==> src/rtl/miriscv_mdu_iter.sv <==
// Iterative RV32M/RV64M multiply/divide unit: one FSM and datapath shared by MUL* and DIV/REM.
// Define MIRISCV_MDU_RESULT_CACHE_EN to reuse the last completed iterative result.
module miriscv_mdu_iter #(
    parameter int XLEN     = 32,
    parameter int MUL_STEP = 8,
    parameter int DIV_STEP = 1
) (
    input  logic            clk_i,
    input  logic            rst_i,
    input  logic            mdu_req_i,
    input  logic [XLEN-1:0] mdu_port_a_i,
    input  logic [XLEN-1:0] mdu_port_b_i,
    input  logic [2:0]      mdu_op_i,
    input  logic            mdu_kill_i,
    input  logic            mdu_keep_i,
    output logic [XLEN-1:0] mdu_result_o,
    output logic            mdu_stall_req_o
);

    localparam int MUL_N = XLEN / MUL_STEP;
    localparam int DIV_N = XLEN / DIV_STEP;
    localparam int CW    = $clog2(XLEN + 1);

    localparam logic [2:0] OP_MUL    = 3'd0;
    localparam logic [2:0] OP_MULH   = 3'd1;
    localparam logic [2:0] OP_MULHSU = 3'd2;
    localparam logic [2:0] OP_DIV    = 3'd4;
    localparam logic [2:0] OP_REM    = 3'd6;

    typedef enum logic [1:0] {S_IDLE, S_MUL, S_DIV, S_DONE} state_t;

    state_t            state_q, state_d;
    logic [2:0]        op_q;
    logic              neg_q;
    logic              rem_neg_q;
    logic [XLEN-1:0]   opd_q;
    logic [2*XLEN-1:0] acc_q;
    logic [CW-1:0]     cnt_q;
    logic [XLEN-1:0]   result_q;

    logic              is_div, a_signed, b_signed, sa, sb;
    logic [XLEN-1:0]   mag_a, mag_b;
    logic              fast_hit;
    logic [XLEN-1:0]   fast_result;
    logic              cache_hit;
    logic [XLEN-1:0]   cache_result;
    logic              start, busy, last;

    always_comb begin
        is_div   = mdu_op_i[2];
        a_signed = (mdu_op_i == OP_MULH) || (mdu_op_i == OP_MULHSU) ||
                   (mdu_op_i == OP_DIV)  || (mdu_op_i == OP_REM);
        b_signed = (mdu_op_i == OP_MULH) || (mdu_op_i == OP_DIV) || (mdu_op_i == OP_REM);
        sa       = a_signed & mdu_port_a_i[XLEN-1];
        sb       = b_signed & mdu_port_b_i[XLEN-1];
        mag_a    = sa ? -mdu_port_a_i : mdu_port_a_i;
        mag_b    = sb ? -mdu_port_b_i : mdu_port_b_i;
    end

    // Trivial operands resolve without iterating; op[1] selects remainder for divides.
    always_comb begin
        fast_hit    = 1'b0;
        fast_result = '0;
        if (!is_div) begin
            fast_hit = (mdu_port_a_i == '0) || (mdu_port_b_i == '0);
        end else if (mdu_port_b_i == '0) begin
            fast_hit    = 1'b1;
            fast_result = mdu_op_i[1] ? mdu_port_a_i : '1;
        end else if (!mdu_op_i[0] && (mdu_port_a_i == {1'b1, {(XLEN-1){1'b0}}}) &&
                     (&mdu_port_b_i)) begin
            fast_hit    = 1'b1;
            fast_result = mdu_op_i[1] ? '0 : mdu_port_a_i;
        end
    end

    // Multiply: the accumulator shifts right, consuming MUL_STEP multiplier bits from its low end.
    logic [XLEN+MUL_STEP-1:0] mul_sum;
    logic [2*XLEN-1:0]        mul_acc_next, prod_final;
    logic [XLEN-1:0]          mul_result;

    always_comb begin
        mul_sum      = {{MUL_STEP{1'b0}}, acc_q[2*XLEN-1:XLEN]} +
                       ({{MUL_STEP{1'b0}}, opd_q} * {{XLEN{1'b0}}, acc_q[MUL_STEP-1:0]});
        mul_acc_next = {mul_sum, acc_q[XLEN-1:MUL_STEP]};
        prod_final   = neg_q ? -mul_acc_next : mul_acc_next;
        mul_result   = (op_q == OP_MUL) ? prod_final[XLEN-1:0] : prod_final[2*XLEN-1:XLEN];
    end

    // Divide: accumulator holds {partial remainder, dividend/quotient}, shifting left per bit.
    logic [2*XLEN-1:0] div_acc;
    logic [XLEN:0]     div_shift;
    logic [XLEN-1:0]   div_diff, quo_final, rem_final, div_result;

    always_comb begin
        div_acc   = acc_q;
        div_shift = '0;
        div_diff  = '0;
        for (int i = 0; i < DIV_STEP; i++) begin
            div_shift = div_acc[2*XLEN-1:XLEN-1];
            div_diff  = div_shift[XLEN-1:0] - opd_q;
            if (div_shift >= {1'b0, opd_q})
                div_acc = {div_diff, div_acc[XLEN-2:0], 1'b1};
            else
                div_acc = {div_acc[2*XLEN-2:0], 1'b0};
        end
        quo_final  = neg_q ? -div_acc[XLEN-1:0] : div_acc[XLEN-1:0];
        rem_final  = rem_neg_q ? -div_acc[2*XLEN-1:XLEN] : div_acc[2*XLEN-1:XLEN];
        div_result = op_q[1] ? rem_final : quo_final;
    end

    assign busy = (state_q == S_MUL) || (state_q == S_DIV);
    assign last = (cnt_q == CW'(1));

`ifdef MIRISCV_MDU_RESULT_CACHE_EN
    logic            cache_valid_q;
    logic [2:0]      cache_op_q;
    logic [XLEN-1:0] cache_a_q, cache_b_q, cache_q_q, cache_r_q;
    logic [XLEN-1:0] a_q, b_q;
    logic            op_match;

    // DIV/REM pairs of equal signedness share one entry since both results are stored.
    always_comb begin
        op_match     = (mdu_op_i == cache_op_q) ||
                       (mdu_op_i[2] && cache_op_q[2] && (mdu_op_i[0] == cache_op_q[0]));
        cache_hit    = cache_valid_q && op_match &&
                       (mdu_port_a_i == cache_a_q) && (mdu_port_b_i == cache_b_q);
        cache_result = (mdu_op_i[2] && mdu_op_i[1]) ? cache_r_q : cache_q_q;
    end

    always_ff @(posedge clk_i) begin
        if (rst_i) begin
            cache_valid_q <= 1'b0;
            cache_op_q    <= '0;
            cache_a_q     <= '0;
            cache_b_q     <= '0;
            cache_q_q     <= '0;
            cache_r_q     <= '0;
            a_q           <= '0;
            b_q           <= '0;
        end else begin
            if (start) begin
                a_q <= mdu_port_a_i;
                b_q <= mdu_port_b_i;
            end
            if (mdu_kill_i) begin
                cache_valid_q <= 1'b0;
            end else if (busy && last) begin
                cache_valid_q <= 1'b1;
                cache_op_q    <= op_q;
                cache_a_q     <= a_q;
                cache_b_q     <= b_q;
                cache_q_q     <= (state_q == S_MUL) ? mul_result : quo_final;
                cache_r_q     <= rem_final;
            end
        end
    end
`else
    always_comb begin
        cache_hit    = 1'b0;
        cache_result = '0;
    end
`endif

    always_comb begin
        state_d         = state_q;
        mdu_stall_req_o = 1'b0;
        mdu_result_o    = '0;
        start           = 1'b0;
        case (state_q)
            S_IDLE: begin
                if (mdu_req_i && !mdu_kill_i) begin
                    if (fast_hit) begin
                        mdu_result_o = fast_result;
                    end else if (cache_hit) begin
                        mdu_result_o = cache_result;
                    end else begin
                        mdu_stall_req_o = 1'b1;
                        start           = 1'b1;
                        state_d         = is_div ? S_DIV : S_MUL;
                    end
                end
            end
            S_MUL, S_DIV: begin
                mdu_stall_req_o = !mdu_kill_i;
                if (last) state_d = S_DONE;
            end
            S_DONE: begin
                if (!mdu_kill_i) mdu_result_o = result_q;
                if (!mdu_keep_i) state_d = S_IDLE;
            end
            default: state_d = S_IDLE;
        endcase
        // Kill wins over keep and over a fresh request.
        if (mdu_kill_i) state_d = S_IDLE;
        if (rst_i) begin
            mdu_stall_req_o = 1'b0;
            mdu_result_o    = '0;
            start           = 1'b0;
        end
    end

    always_ff @(posedge clk_i) begin
        if (rst_i) begin
            state_q   <= S_IDLE;
            op_q      <= '0;
            neg_q     <= 1'b0;
            rem_neg_q <= 1'b0;
            opd_q     <= '0;
            acc_q     <= '0;
            cnt_q     <= '0;
            result_q  <= '0;
        end else begin
            state_q <= state_d;
            if (start) begin
                op_q      <= mdu_op_i;
                neg_q     <= sa ^ sb;
                rem_neg_q <= sa;
                opd_q     <= is_div ? mag_b : mag_a;
                acc_q     <= {{XLEN{1'b0}}, (is_div ? mag_a : mag_b)};
                cnt_q     <= is_div ? CW'(DIV_N) : CW'(MUL_N);
            end else if (busy && !mdu_kill_i) begin
                acc_q <= (state_q == S_MUL) ? mul_acc_next : div_acc;
                cnt_q <= cnt_q - CW'(1);
                if (last) result_q <= (state_q == S_MUL) ? mul_result : div_result;
            end
        end
    end

endmodule

==> config.mk <==
export PLATFORM = sky130hd
export DESIGN_NAME = miriscv_mdu_iter
export DESIGN_NICKNAME = d
export VERILOG_FILES = /design/src/rtl/miriscv_mdu_iter.sv
export SDC_FILE = /design/constraint.sdc
export NUM_CORES = 1
export LEC_CHECK = 0
export ABC_AREA = 0
export BUFFER_PORTS_ARGS = -buffer_cell sky130_fd_sc_hd__buf_2
export CORE_MARGIN = 1
export CORE_UTILIZATION = 34
export DETAILED_ROUTE_END_ITERATION = 8
export GPL_TIMING_DRIVEN = 0
export PLACE_DENSITY_LB_ADDON = 0.2
export SLEW_MARGIN = 0
export SYNTH_ARGS = -nofsm -noshare
export SYNTH_HDL_FRONTEND = slang
export SYNTH_SLANG_ARGS = --single-unit
==> constraint.sdc <==
create_clock -name clk_i -period 7.5 [get_ports clk_i]
set_clock_uncertainty 0.15 [all_clocks]
set_input_delay 1.5 -clock clk_i [delete_from_list [all_inputs] [get_ports clk_i]]
set_output_delay 1.5 -clock clk_i [all_outputs]
set_load 0.03 [all_outputs]
==> impl_metrics.env, run 1 <==
export IMPL_min_from="result_q[22]"
export IMPL_r2r_cells=23
export IMPL_finalPower_mw=4.17
export IMPL_synth_main_ff_cell="dfxtp_1"
export IMPL_synthesis_area_per_instance_um2=7.23
export IMPL_cts_root_buf="clkbuf_16"
export IMPL_synth_seq_cells=141
export IMPL_critPathLaunchType="register"
export IMPL_routed_wirelength_um=124000
export IMPL_cellLeakagePower_nw=11.5
export IMPL_synth_area_um2=25100
export IMPL_yosys_top_cells_area="fa_1 17%, dfxtp_1 11%, nand2_1 7.0%"
export IMPL_async_reset_ff_share_pct=0
export IMPL_synth_top_area_share_pct=17.0
export IMPL_place_inst=4531
export IMPL_hold_path_class="register to register"
export IMPL_clk_latency_ns=0.48
export IMPL_max_freq_mhz=133
export IMPL_grt_pass1_wl_um=177000
export IMPL_regArea_um2=2890
export IMPL_synth_warning_count=0
export IMPL_grt_total_usage_pct=32.6
export IMPL_cp_max_fo=10
export IMPL_final_nets=3951
export IMPL_hold_end="result_q[22]"
export IMPL_layout_drive_gt1_share_pct=10.1
export IMPL_layout_cells_most_common="nand2_1"
export IMPL_powerDensity_nw_per_um2=150
export IMPL_path_clk_slew_ns=0.07
export IMPL_yosysSeqAreaShare_pct=11.3
export IMPL_outcome="finished, violations left"
export IMPL_period_needed_ns=7.49
export IMPL_port_buffers=103
export IMPL_cts_htree_levels=4
export IMPL_wire_per_inst_um=27.3
export IMPL_fp_dieH_um=274
export IMPL_dr_pass1_iters=9
export IMPL_reg2reg_from="opd_q[31]"
export IMPL_antenna_found_initial=4
export IMPL_tightest_slew_ns=1.33
export IMPL_setup_viol=0
export IMPL_viasPerCell=5.90
export IMPL_pin_count=105
export IMPL_min_period_over_period_pct=99.9
export IMPL_path_class="register to register"
export IMPL_max_cap_violations=0
export IMPL_holdPathStages=2
export IMPL_numCtsBuffers=17
export IMPL_r2r_end="result_q[12]"
export IMPL_drc=1
export IMPL_core_um2=73000
export IMPL_cts_tree="done"
export IMPL_max_slew_margin_pct=10.4
export IMPL_cp_end_kind="register"
export IMPL_fillCellCount=7890
export IMPL_yosysUniqueCellTypes=101
export IMPL_ant_nets=0
export IMPL_ir_drop_mv=0.188
export IMPL_synth_edf_count=0
export IMPL_yosysTopAreaCell="fa_1"
export IMPL_worstPathRequired_ns=7.66
export IMPL_drt_iter0_drc=2902
export IMPL_die_w_um=274
export IMPL_globalplace_congestion=1.03
export IMPL_violations="design-rule violations"
export IMPL_clock_tree_buffer_depth=2
export IMPL_grt_pass1_vias=24942
export IMPL_start_util_pct=34.4
export IMPL_finalHoldViolCount=0
export IMPL_cts_sinks=141
export IMPL_grt_max_degree=17
export IMPL_area_growth_synth_to_final_pct=10.7
export IMPL_crit_arrival_ns=7.66
export IMPL_num_rows=99
export IMPL_stdcell_count=4536
export IMPL_dp_hpwl_um=102000
export IMPL_reg2reg_slack_ns=0.009
export IMPL_layout_common_cells="465 x nand2_1, 336 x inv_1, 262 x a21oi_1"
export IMPL_slew_violations=0
export IMPL_overflow=0
export IMPL_syn_nets=3858
export IMPL_multiInputGateArea_um2=20200
export IMPL_synthCells=3469
export IMPL_dieArea_um2=74800
export IMPL_route_vias_total=26781
==> report_power, final <==
part,switching [mW],internal [mW]
combinational,1.68,0.765
sequential,0.108,0.787
clock,0.400,0.434
total,2.18,1.99
==> critical path: stages (launching register included) <==
cell and delay [ns]:
dfxtp_2 0.57, inv_1 0.09, ha_1 0.35, nand3b_1 0.27, or2_2 0.41, or4_1 0.54
o21bai_1 0.19, o211ai_2 0.25, clkbuf_4 0.38, buf_2 0.29, clkbuf_4 0.33, nand2_1 0.07
o21ai_0 0.22, ha_2 0.37, inv_1 0.09, a2111oi_2 0.37, nand4_1 0.16, mux2_2 0.33
or2_2 0.31, nand2_1 0.09, xor2_1 0.40, a211oi_1 0.28, a31oi_1 0.64, a211oi_1 0.17
==> synthesized netlist by cell type (70+ instances only) <==
library cell  instances
a21oi_1             270
dfxtp_1             141
nor2_1              239
o21ai_0             188
inv_1               336
xnor2_1             107
xor2_1               75
fa_1                213
o211ai_1            104
nand2_1             465
a211oi_1             70
and2_1              184
clkbuf_1            216
ha_1                104
==> worst max-delay path by stage <==
stage	start	end	slack (ns)	cells past startpoint
floorplan	acc_q[1]	result_q[30]	0.91	24
global placement	acc_q[7]	result_q[25]	-1.46	24
detailed placement	opd_q[16]	result_q[30]	-1.34	24
CTS	acc_q[5]	result_q[21]	0.007	24
global route	opd_q[31]	result_q[30]	-0.005	22
finish	opd_q[31]	result_q[12]	0.009	23
==> state kept, by name (all words and copies together), names as in the netlist <==
register and flops:
result_q 32, op_q 3, acc_q 64, rem_neg_q 1, cnt_q 6, neg_q 1, opd_q 32, state_q 2
==> timing repair <==
action / 4_1_cts / 5_1_grt
setup endpoints to repair: 30 / 23
pin swaps: 1 / 4
hold buffers: 0 / 0
setup buffers: 0 / 9
gates resized for setup: 102 / 70
==> cell families after synthesis <==
| group | Yosys count | synth area share, % |
|---|---|---|
| compound gates | 895 | 23.1 |
| simple gates | 1262 | 24.8 |
| fa+ha+maj | 317 | 22.2 |
| mux | 71 | 2.87 |
| flops | 141 | 11.3 |
| buf+inv | 601 | 9.44 |
| xor+xnor | 182 | 6.36 |
==> metrics by stage <==
stage | TNS [ns] | worst slack (ns) | instance area [µm²] | hold slack (ns) | utilization, %
2_1_floorplan | 0 | 0.910 | 25100 | 0.275 | -
3_3_place_gp | -30.36 | -1.46 | 26800 | 0.301 | 36.7
3_5_place_dp | -25.32 | -1.34 | 26800 | 0.304 | 36.7
4_1_cts | 0 | 0.00735 | 27500 | 0.315 | 37.7
5_1_grt | -0.00811 | -0.00541 | 27800 | 0.336 | 38.0
6_report | 0 | 0.00873 | 27800 | 0.315 | 38.1
==> per-layer routing <==
metal	track usage [%]	part of all wire (%)	vias to the layer above
li1	-	-	12109
met1	45.1	44	13118
met2	48.6	42	1311
met3	6.37	9.0	237
met4	15.2	5.4	6
met5	0	0.037	-
==> layout make-up <==
class / count / share of cell area (%)
well taps: 959 / 4.32
inverters: 337 / 4.56
clock buffers: 18 / 1.55
diodes: 2 / 0.0180
flip-flops and latches: 141 / 10.4
repair buffers: 112 / 2.10
clock inverters: 14 / 0.455
multi-input cells: 2727 / 72.8
plain buffers: 226 / 3.80
Power figures use the tool's default switching activity.
==> run 2, diff against run 1 <==
--- a/config.mk
+++ b/config.mk
@@ -8,10 +8,12 @@
 export ABC_AREA = 0
 export BUFFER_PORTS_ARGS = -buffer_cell sky130_fd_sc_hd__buf_2
 export CORE_MARGIN = 1
-export CORE_UTILIZATION = 34
+export CORE_UTILIZATION = 40
 export DETAILED_ROUTE_END_ITERATION = 8
 export GPL_TIMING_DRIVEN = 0
 export PLACE_DENSITY_LB_ADDON = 0.2
+export RECOVER_POWER = 50
+export REMOVE_ABC_BUFFERS = 1
 export SLEW_MARGIN = 0
 export SYNTH_ARGS = -nofsm -noshare
 export SYNTH_HDL_FRONTEND = slang
==> run 2 against run 1 <==
  * The flow finishes with violations (max-capacitance violations, max-slew violations)
  * First-iteration DRC count fell by 26%
  * Die area down 15%
  * Hold slack improved by 0.0037 ns
  * Wire length decreased by 27%
  * Clock-buffer cell count did not move
  * Power is 6.2% lower
  * Flip-flop and latch count is the same
  * Via count is 8.6% lower
==> impl_metrics.env, run 2 (synthesized netlist as in run 1, its figures left out) <==
export IMPL_cp_startpoint="opd_q[13]"
export IMPL_final_nets=3743
export IMPL_largest_reg_flops=64
export IMPL_clock_tree_buffer_depth=2
export IMPL_routed_wirelength_um=90700
export IMPL_grt_total_usage_pct=28.4
export IMPL_layout_drive_gt1_share_pct=8.05
export IMPL_clk_latency_ns=0.46
export IMPL_core_um2=61800
export IMPL_cts_root_buf="clkbuf_16"
export IMPL_layout_cells_most_common="nand2_1"
export IMPL_crit_arrival_ns=7.53
export IMPL_grt_pass1_vias=23552
export IMPL_viasPerCell=5.82
export IMPL_cts_sinks=141
export IMPL_outcome="finished, violations left"
export IMPL_place_inst=4167
export IMPL_finalHoldViolCount=0
export IMPL_setup_viol=0
export IMPL_fin_hold_ws_ns=0.318
export IMPL_rsz0062_at_grt="yes"
export IMPL_tightest_slew_ns=1.96
export IMPL_overflow=0
export IMPL_area_growth_synth_to_final_pct=6.95
export IMPL_grt_pass1_wl_um=141000
export IMPL_max_cap_violations=2
export IMPL_path_clk_slew_ns=0.06
export IMPL_path_class="register to register"
export IMPL_worstPathRequired_ns=7.70
export IMPL_hold_buffers=0
export IMPL_dp_hpwl_um=71400
export IMPL_cts_tree="done"
export IMPL_period_needed_ns=7.33
export IMPL_reg2reg_from="opd_q[13]"
export IMPL_ant_nets=0
export IMPL_antenna_found_initial=1
export IMPL_critPathLaunchType="register"
export IMPL_post_route_util_pct=43.4
export IMPL_min_from="result_q[2]"
export IMPL_min_period_over_period_pct=97.8
export IMPL_violations="max-capacitance violations, max-slew violations"
export IMPL_globalplace_congestion=0.956
export IMPL_dr_pass1_iters=6
export IMPL_fp_dieH_um=252
export IMPL_cp_max_fo=32
export IMPL_regMostFlops="acc_q"
export IMPL_max_slew_margin_pct=-30.5
export IMPL_die_w_um=252
export IMPL_start_util_pct=40.6
export IMPL_port_buffers=104
export IMPL_wire_per_inst_um=21.6
export IMPL_pin_count=105
export IMPL_cp_end_kind="register"
export IMPL_num_rows=91
export IMPL_drt_iter0_drc=2136
export IMPL_cellLeakagePower_nw=11.1
export IMPL_max_freq_mhz=136
export IMPL_grt_max_degree=81
export IMPL_powerDensity_nw_per_um2=146
export IMPL_n_antenna_cell=0
export IMPL_dieArea_um2=63700
export IMPL_ir_drop_mv=0.169
export IMPL_stdcell_count=4204
export IMPL_hold_path_class="register to register"
export IMPL_slew_violations=81
export IMPL_numCtsBuffers=17
export IMPL_top_regs="acc_q: 64 flops, opd_q: 32 flops, result_q: 32 flops"
export IMPL_route_vias_total=24481
export IMPL_drc=0
export IMPL_layout_common_cells="465 x nand2_1, 336 x inv_1, 269 x a21oi_1"
export IMPL_cts_htree_levels=4
-- run 2: cell count changes in the layout (fill, tap and decap cells not counted), moves of 6 or more --
cell	before	now
a21oi_2	8	1
buf_2	124	103
buf_1	8	0
dfxtp_2	26	15
buf_4	20	3
buf_12	0	12
nor4_1	30	36
clkbuf_2	14	0
clkbuf_4	12	0
clkbuf_1	151	2
dfxtp_1	107	122
a21oi_1	262	269
-- run 2: metrics by stage --
stage	instance area [µm²]	total power, mW	worst slack (ns)	setup TNS [ns]
6_report	26800	3.91	0.165	0
5_1_grt	26800	4.12	-0.124	-0.124
4_1_cts	26700	3.85	0.00688	0
3_5_place_dp	26000	2.93	-0.481	-14.26
3_3_place_gp	25500	2.91	-2.68	-209.76
2_1_floorplan	24000	2.25	0.533	0
-- run 2: worst paths after layout --
check                 end  slack (ns)  depth (start not counted)
max          result_q[30]        0.17                         19
min           result_q[2]        0.32                          2
max reg2reg  result_q[30]        0.17                         19
min reg2reg   result_q[2]        0.32                          2
-- run 2: timing repair --
item | 4_1_cts | 5_1_grt
cloned | 0 | 0
endpoints found under the setup margin | 55 | 53
setup buffers | 0 | 4
gates resized for setup | 8 | 30
pin swaps | 0 | 1
-- run 2: metal layers --
layer | wire length [µm] | GRT usage (%) | share of wire, % | vias to the layer above
li1 | - | - | - | 11678
met1 | 40500 | 39.2 | 45 | 11790
met2 | 41700 | 46.4 | 46 | 882
met3 | 5790 | 2.33 | 6.4 | 131
met4 | 2660 | 9.65 | 2.9 | 0
met5 | 0 | 0 | 0 | -
-- run 2: worst max-delay path, stage by stage, from the launching register on --
cell and delay (ns):
dfxtp_1 0.71, inv_1 0.10, ha_1 0.50, nand4_1 0.19, or3_1 0.41, a211oi_1 0.53, o21bai_1 0.22, o211ai_4 0.42
buf_12 0.29, mux2i_1 0.32, ha_1 0.33, inv_1 0.11, a2111oi_1 0.74, nand4_1 0.30, o41ai_2 0.48, nand3_1 0.33
nor4b_1 0.38, mux2i_1 0.25, a21oi_1 0.11, a211o_1 0.27
-- run 2: power by group --
part	internal [mW]	total, mW	switching, mW
combinational	0.724	2.06	1.34
sequential	0.787	0.924	0.138
clock	0.531	0.921	0.391
total	2.04	3.91	1.87
-- run 2: layout make-up --
cell class,count,area [µm²]
well taps,837,1050
flip-flops and latches,141,2860
multi-input cells,2727,20000
repair buffers,130,991
clock inverters,14,184
fillers,6472,35000
inverters,337,1270
clock buffers,18,429
